--- src/rtl/io_ports_pkg.sv ---
// Shared constants, register-map helpers and address decode for the io_ports block.
package io_ports_pkg;

    localparam int unsigned IRQ_ID_W = 3;

    typedef enum logic [2:0] {
        RK_NONE,
        RK_IN,
        RK_OUT,
        RK_PEND,
        RK_IEN
    } reg_kind_e;

    function automatic int unsigned in_base();
        return 0;
    endfunction

    function automatic int unsigned out_base(input int unsigned nports);
        return nports;
    endfunction

    function automatic int unsigned pend_addr(input int unsigned nports);
        return 2 * nports;
    endfunction

    function automatic int unsigned ien_addr(input int unsigned nports);
        return 2 * nports + 1;
    endfunction

    function automatic reg_kind_e decode(input int unsigned a, input int unsigned nports);
        reg_kind_e k;
        k = RK_NONE;
        if (a - in_base() < nports)
            k = RK_IN;
        else if (a >= out_base(nports) && a < out_base(nports) + nports)
            k = RK_OUT;
        else if (a == pend_addr(nports))
            k = RK_PEND;
        else if (a == ien_addr(nports))
            k = RK_IEN;
        return k;
    endfunction

endpackage

--- src/rtl/io_port_sync.sv ---
// One input port: two-flop synchroniser, previous-value register and change flag.
module io_port_sync
    import io_ports_pkg::*;
#(
    parameter int unsigned WIDTH = 8
) (
    input  logic             clk,
    input  logic             reset,
    input  logic [WIDTH-1:0] d,
    input  logic             warm,
    output logic [WIDTH-1:0] q,
    output logic             chg
);

    logic [WIDTH-1:0] sync0;
    logic [WIDTH-1:0] sync1;
    logic [WIDTH-1:0] prev;

    always_ff @(posedge clk or negedge reset) begin
        if (!reset) begin
            sync0 <= '0;
            sync1 <= '0;
            prev  <= '0;
        end else begin
            sync0 <= d;
            sync1 <= sync0;
            prev  <= sync1;
        end
    end

    assign q   = sync1;
    assign chg = warm && (sync1 != prev);

endmodule

--- src/rtl/io_ports.sv ---
// Memory-mapped input/output port block with change-detect interrupts and a
// registered read path.
module io_ports
    import io_ports_pkg::*;
#(
    parameter int unsigned WIDTH  = 8,
    parameter int unsigned NPORTS = 4,
    parameter int unsigned ADDR_W = 4
) (
    input  logic                    clk,
    input  logic                    reset,
    input  logic [ADDR_W-1:0]       addr,
    input  logic                    we,
    input  logic                    re,
    input  logic [WIDTH-1:0]        wdata,
    output logic [WIDTH-1:0]        rdata,
    input  logic [NPORTS*WIDTH-1:0] in_p,
    output logic [NPORTS*WIDTH-1:0] out_p,
    output logic                    irq,
    output logic [IRQ_ID_W-1:0]     irq_id,
    input  logic                    irq_ack
);

    logic [WIDTH-1:0]        outr [NPORTS];
    logic [NPORTS*WIDTH-1:0] sync1;
    logic [NPORTS-1:0]       chg;
    logic [NPORTS-1:0]       pending;
    logic [NPORTS-1:0]       enable;
    logic [NPORTS-1:0]       active;
    logic [NPORTS-1:0]       ack_mask;
    logic [NPORTS-1:0]       wr_clr;
    logic [NPORTS-1:0]       pend_nxt;
    logic [1:0]              warm_cnt;
    logic                    warm;
    int unsigned             a;
    reg_kind_e               kind;
    logic [WIDTH-1:0]        rd_nxt;

    assign a    = 32'(addr);
    assign kind = decode(a, NPORTS);
    assign warm = &warm_cnt;

    // Power-up input values reach prev only after three edges; hold off change detection until then.
    always_ff @(posedge clk or negedge reset) begin
        if (!reset)
            warm_cnt <= '0;
        else if (!warm)
            warm_cnt <= warm_cnt + 2'd1;
    end

    for (genvar g = 0; g < NPORTS; g++) begin : g_port
        io_port_sync #(
            .WIDTH(WIDTH)
        ) u_sync (
            .clk  (clk),
            .reset(reset),
            .d    (in_p[g*WIDTH +: WIDTH]),
            .warm (warm),
            .q    (sync1[g*WIDTH +: WIDTH]),
            .chg  (chg[g])
        );
        assign out_p[g*WIDTH +: WIDTH] = outr[g];
    end

    // Scan from the top so the lowest-numbered active port is the one left selected.
    always_comb begin
        active   = pending & enable;
        irq      = |active;
        irq_id   = '0;
        ack_mask = '0;
        for (int unsigned i = NPORTS; i > 0; i--) begin
            if (active[i-1]) begin
                irq_id        = IRQ_ID_W'(i - 1);
                ack_mask      = '0;
                ack_mask[i-1] = 1'b1;
            end
        end
    end

    // A fresh change outranks any clear aimed at the same bit in the same cycle.
    always_comb begin
        wr_clr   = (we && kind == RK_PEND) ? wdata[NPORTS-1:0] : '0;
        pend_nxt = (pending & ~(wr_clr | (irq_ack ? ack_mask : '0))) | chg;
    end

    always_comb begin
        rd_nxt = '0;
        case (kind)
            RK_IN: begin
                for (int unsigned i = 0; i < NPORTS; i++)
                    if (a == in_base() + i)
                        rd_nxt = sync1[i*WIDTH +: WIDTH];
            end
            RK_OUT: begin
                for (int unsigned i = 0; i < NPORTS; i++)
                    if (a == out_base(NPORTS) + i)
                        rd_nxt = outr[i];
            end
            RK_PEND: rd_nxt[NPORTS-1:0] = pending;
            RK_IEN:  rd_nxt[NPORTS-1:0] = enable;
            default: rd_nxt = '0;
        endcase
    end

    always_ff @(posedge clk or negedge reset) begin
        if (!reset) begin
            for (int unsigned i = 0; i < NPORTS; i++)
                outr[i] <= '0;
            pending <= '0;
            enable  <= '0;
            rdata   <= '0;
        end else begin
            if (we && kind == RK_OUT) begin
                for (int unsigned i = 0; i < NPORTS; i++)
                    if (a == out_base(NPORTS) + i)
                        outr[i] <= wdata;
            end
            if (we && kind == RK_IEN)
                enable <= wdata[NPORTS-1:0];
            pending <= pend_nxt;
            if (re)
                rdata <= rd_nxt;
        end
    end

endmodule
--- config.mk ---
export PLATFORM = sky130hd
export DESIGN_NAME = io_ports
export DESIGN_NICKNAME = d
export VERILOG_FILES = /design/src/rtl/io_ports_pkg.sv /design/src/rtl/io_port_sync.sv /design/src/rtl/io_ports.sv
export SDC_FILE = /design/constraint.sdc
export NUM_CORES = 1
export LEC_CHECK = 0
export ABC_AREA = 1
export ABC_CLOCK_PERIOD_IN_PS = 1300
export BUFFER_PORTS_ARGS = -buffer_cell sky130_fd_sc_hd__buf_2
export CAP_MARGIN = 10
export CORE_UTILIZATION = 40
export DETAILED_ROUTE_END_ITERATION = 10
export GPL_TIMING_DRIVEN = 0
export PLACE_DENSITY = 0.67
export RECOVER_POWER = 50
export SKIP_LAST_GASP = 1
export SLEW_MARGIN = 10
export SYNTH_ARGS = -nofsm -noshare
export SYNTH_HDL_FRONTEND = slang
export SYNTH_SLANG_ARGS = --single-unit
--- constraint.sdc ---
create_clock -name clk -period 1.3 [get_ports clk]
set_clock_uncertainty 0.1 [all_clocks]
set_input_delay 0.13 -clock clk [delete_from_list [all_inputs] [get_ports clk]]
set_output_delay 0.13 -clock clk [all_outputs]
set_load 0.005 [all_outputs]
; Yosys cells after proc, flatten, opt, wreduce, memory -nomap -nowiden
; Index checks and enable logic that the tools add are counted.
; Widths: inputs -> output; s select.
[word_totals]
elab_cells = 85
reg_bits = 146
input_bits = 49
[classes]
mux = 24
order_cmp = 3
n_eq_ne = 17
addsub = 1
bitwise = 5
n_reduce_logical = 15
[op_table]
columns = operator, count
row1 = $mux 8, 8
row2 = $logic_not 32->1, 1
row3 = $ne 8x8->1, 4
row4 = $mux 4, 6
row5 = $mux 3, 7
row6 = $eq 4x3->1 const B, 4
row7 = $pmux 4 s4, 1
row8 = $reduce_and 2->1, 5
row9 = $and 4x4->4, 2
row10 = $eq 4x2->1 const B, 2
row11 = $eq 4x4->1 const B, 2
row12 = $logic_and 1x1->1, 8
row13 = $or 4x4->4, 2
row14 = $pmux 4 s2, 1
row15 = $eq 3x2->1 const B, 2
row16 = $eq 4x1->1 const B, 1
row17 = $ge 4x3->1 const B, 1
row18 = $lt 4x3->1 const B, 1
row19 = $lt 4x4->1 const B, 1
row20 = $not 4->4, 1
row21 = $reduce_or 4->1, 1
row22 = $eq 3x1->1 const B, 1
row23 = $eq 3x3->1 const B, 1
row24 = $add 2x1->2 const B, 1
row25 = $mux 2, 1

; Longest topological paths before layout
[logic_depth]
depth_word = 12
depth_mapped = 12

; Cells and area by module
; A second synthesis with hierarchy kept.
[hier_totals]
hier_cells = 635
area_unflattened_um2 = 5823.1
[by_module_without_submodules]
columns = module, cells_each, area_each_um2, n_inst
row1 = io_port_sync, 72, 780.7, 4
row2 = io_ports, 347, 2700.1, 1

; Worst setup path before layout
; Ideal clock, no wire load.
[synth_path]
path_type = input port to flip-flop
from = in addr[0]
to = reg outr (netlist bit out_p[5])
cell_stages = 7
arrival_time_ns = 1.116
slack_ns = -0.041
t_required_ns = 1.075
path_buffers = 2
cell_sequence = buf_4 inv_2 nand2_1 nor2_4 nand2_2 buf_6 mux2_4
[synth_via]
elab_chain_len = 8
word_cells_on_any_way = 14
cone_classes = 3 x order compare / 4 x eq/ne / 4 x mux / 3 x reduce/logical
[synth_rtl]
columns = element, line_no
row1 = start: declaration, io_ports.sv:12  ; input logic [ADDR_W-1:0] addr,
row2 = $eq 4x4->1, io_ports_pkg.sv:39  ; else if (a == ien_addr(nports))
row3 = $mux 3, io_ports_pkg.sv:39
row4 = $mux 3, io_ports_pkg.sv:37  ; else if (a == pend_addr(nports))
row5 = $mux 3, io_ports_pkg.sv:35  ; else if (a >= out_base(nports) && a < out_base(nports) + nports)
row6 = $mux 3, io_ports_pkg.sv:33  ; if (a - in_base() < nports)
row7 = $eq 3x2->1, io_ports.sv:113  ; if (we && kind == RK_OUT) begin
row8 = $logic_and 1x1->1, io_ports.sv:113
row9 = $reduce_and 2->1 (no line) (*), --
row10 = end signal: indexed assignment, io_ports.sv:116  ; outr[i] <= wdata;
row11 = end: declaration, io_ports.sv:24  ; logic [WIDTH-1:0] outr [NPORTS];
; Every way passes the cells marked *; elsewhere a longest branch is shown, timed or not.
; A chain may end at the register's enable or synchronous reset.

; Worst setup path in the final report
[layout_path]
from = reg enable[2]
to = out irq_id[0]
[layout_via]
elab_chain_len = 4
[layout_rtl]
columns = element, line_no
row1 = start: declaration, io_ports.sv:28  ; logic [NPORTS-1:0] enable;
row2 = start signal: assignment, io_ports.sv:119  ; enable <= wdata[NPORTS-1:0];
row3 = $and 4x4->4, io_ports.sv:67  ; active = pending & enable;
row4 = $mux 3 (3 in a row), io_ports.sv:72  ; if (active[i-1]) begin
row5 = end: declaration, io_ports.sv:20  ; output logic [IRQ_ID_W-1:0] irq_id,
; Every way passes these cells.

==> impl_results.md <==
* Core ar. at 13400 sq um
* Status: finished with violations
* Max Root-Sink Buffers at 2
* Io pins at 93
* P_leak at 3.592 nW
* Final Cell Area at 7426 sq um
* Share of cells above drive strength 1 at 26.13%
* Post-Syn Area at 5563 sq um
* Root Driver: clkbuf_16
* #FFs+latches synth at 146
* DP HPWL at 8671 um
* Tmin final at 1.481 ns
* Hold Path Sink: out_p[7]
* DRT antenna net count at 0
* Most common cell after layout, fill and taps aside: dfrtp_1
* CP Buf/Inv Count at 1
* VDD IR-drop max at 1.037 mV
* Top Family by Delay on Critical Path: flip-flops
* Synth async-reset ratio at 100.0%
* GRT overflow at 0
* DP Cell Count at 794
* Clk sinks at 146
* Max frequency at 675.1 MHz
* Worst Max-Slew Pin Slew at 0.6805 ns
* Post-Syn Nets at 579
* Fin worst setup slack at -0.1812 ns
* Final setup TNS at -0.4761 ns
* Worst-path maximum fanout at 2
* Die Footprint at 14380 sq um
* Reg-to-reg slack, setup at -0.02 ns
* RR Startpoint: g_port[0].u_sync.prev[0]
* Worst Hold Path Cells at 3
* H-tree Lvls at 4
* Wirelength, routed at 12320 um
* Final Hold Fails at 0
* Reg2reg path depth at 6
* Final setup viols at 4
* Largest net degree at the start of global routing at 76
* Cells after Synth at 529
* Synthesized area per cell at 10.52 sq um
* Synth Flop Type: dfrtp_1
* Antenna violations before repair at 2
* Place WS at -0.3029 ns
* Power per cell area at 1537 nW/um^2
* Gpl congestion at 0.9027
* DR vias/cell at 4.674
* Required @ worst endpoint at 1.07 ns
* Critical Path AT at 1.25 ns
* Clk_lat worst skew at 0.42 ns
* Worst hold start: we
* Post-synth cell types at 31
* Final std cells w/o fill at 886
* Port bufs at 88
* Total track usage at 18.86%
* Warnings from Yosys at 0
* Worst path cell trace: nand2_2 > nand3_2 > a21oi_2 > buf_2
* Placed Instance Area at 6271 sq um
* Overall via count from detail_route at 4141
* Wire per inst at 13.90 um
* Total clock buffers created by CTS at 17
* Fin crit share at 113.9%
* Area Overhead vs Synth at 33.49%
* Setup crit end kind: output pin
* Width of the die at 119.9 um
* Commonest non-fill, non-tap cells in the layout: 146 x dfrtp_1, 140 x nand2_1, 89 x buf_2, 44 x inv_1, 43 x dlygate4sd3_1
* Starting Density at 41.51%
* Delay of the slowest cell on the worst path at 0.41 ns
* Site Rows at 42
* Setup CP Type: flip-flop to output pin
* CTS tree: yes
* Filler cells at 1182
* First-pass GRT wire length at 20380 um
* Slew headroom at 54.64%
* # Max-Cap Violations at 0
* Clock transition at path regs at 0.07 ns
* Pre-antenna DRT Iters at 5
* Post-synth EDFFs at 0
* RR Endpoint: pending[0]
* Register area share after synthesis at 65.68%
* Initial DRC count at 286
* RSZ-0062 raised after global routing: yes
* CP startpoint kind: flip-flop
* Slew Viols, Final at 0
* Die Span Y at 119.9 um
* Worst min-delay path class: input pin to flip-flop
* CP max-delay cell: dfrtp_1
* Vias in the first global route at 4235
* Nets at 745
* Violated checks: negative setup slack
* DRC at 0
==> final cells by class <==
class / instances / area, sq um / share of cell area, %
Tap cell: 176 / 220.2 / 2.965
Sequential cell: 146 / 3654 / 49.20
Clock inverter: 15 / 145.1 / 1.955
Timing Repair Buffer: 147 / 1008 / 13.58
Multi-Input combinational cell: 322 / 1703 / 22.93
Buffer: 11 / 75.07 / 1.011
Antenna cell: 2 / 5.005 / 0.06740
Inverter: 50 / 190.2 / 2.561
Clock buffer: 17 / 425.4 / 5.729
==> metal layers <==
metal	share of wire, %	vias up	GRT usage, %
met5	0	-	0
met4	2.1	0	9.141
met3	6.0	22	5.323
met2	48	125	30.39
met1	44	1975	23.26
li1	-	2019	-
==> where the power goes <==
part	internal [mW]	total, mW	switching, mW
sequential	4.99	5.30	0.310
clock	2.68	4.68	2.00
combinational	0.701	1.43	0.731
total	8.37	11.4	3.05
==> sequential cells by signal, indices dropped and copies added, names as in the netlist <==
name,flops
rdata,8
warm_cnt,2
g_port.u_sync.prev,32
out_p,32
g_port.u_sync.sync0,32
g_port.u_sync.q,32
enable,4
pending,4
==> metrics by stage <==
stage | power [mW] | utilization, % | hold WS (ns)
2_1_floorplan | 5.915 | - | -0.2656
3_3_place_gp | 6.551 | 46.55 | 0.1379
3_5_place_dp | 6.616 | 46.80 | 0.08751
4_1_cts | 11.48 | 54.74 | 0.006222
5_1_grt | 11.96 | 55.42 | 0.01887
6_report | 11.41 | 55.42 | 0.03691
==> worst max path at each step <==
| stage | start | to | slack (ns) | cells past startpoint |
|---|---|---|---|---|
| 2_1_floorplan | addr[1] | out_p[5] | 0.01 | 7 |
| 3_5_place_dp | addr[2] | out_p[21] | -0.30 | 7 |
| 5_1_grt | pending[0] | irq_id[0] | -0.25 | 4 |
| 6_report | enable[2] | irq_id[0] | -0.18 | 4 |
| 3_3_place_gp | reset | g_port[0].u_sync.sync0[7] | -1.87 | 1 |
| 4_1_cts | enable[2] | irq_id[0] | -0.23 | 4 |
==> cell usage after synthesis, drive strengths merged (7+ instances only) <==
cell      n  area share, %
nand2   147             10
mux2      9            2.0
a21oi     7           0.63
nor2     38            3.3
o21ai    35            3.1
or2       9            1.0
xnor2    19            3.0
buf       8            1.1
dfrtp   146             66
o211ai   20            2.7
nand3    28            2.5
inv      50            3.4
==> what timing repair did <==
item / in CTS / in global routing
endpoints found under the hold margin: 152 / 0
setup buffers: 7 / 8
pin swaps: 5 / 12
hold buffers: 43 / 0
endpoints found under the setup margin: 4 / 83
resized for setup: 6 / 16
==> tightest hold or removal path: cells and delay by family <==
| kind | cells | cell delay (ns) |
|---|---|---|
| buffers and inverters | 1 | 0.14 |
| muxes | 1 | 0.15 |
| and+or+nand+nor | 1 | 0.10 |
==> cell families after synthesis <==
kind of cell             after synthesis  share of synthesized area [%]
other                                  1                        0.06741
multiplexers                           9                          1.957
AND/OR/NAND/NOR                      227                          17.48
adder cells (fa/ha/maj)                1                         0.2249
buffers and inverters                 61                          4.656
XOR/XNOR                              21                          3.306
flip-flops                           146                          65.68
AO/OA/AOI/OAI                         63                          6.635
Power figures use the tool's default switching activity.
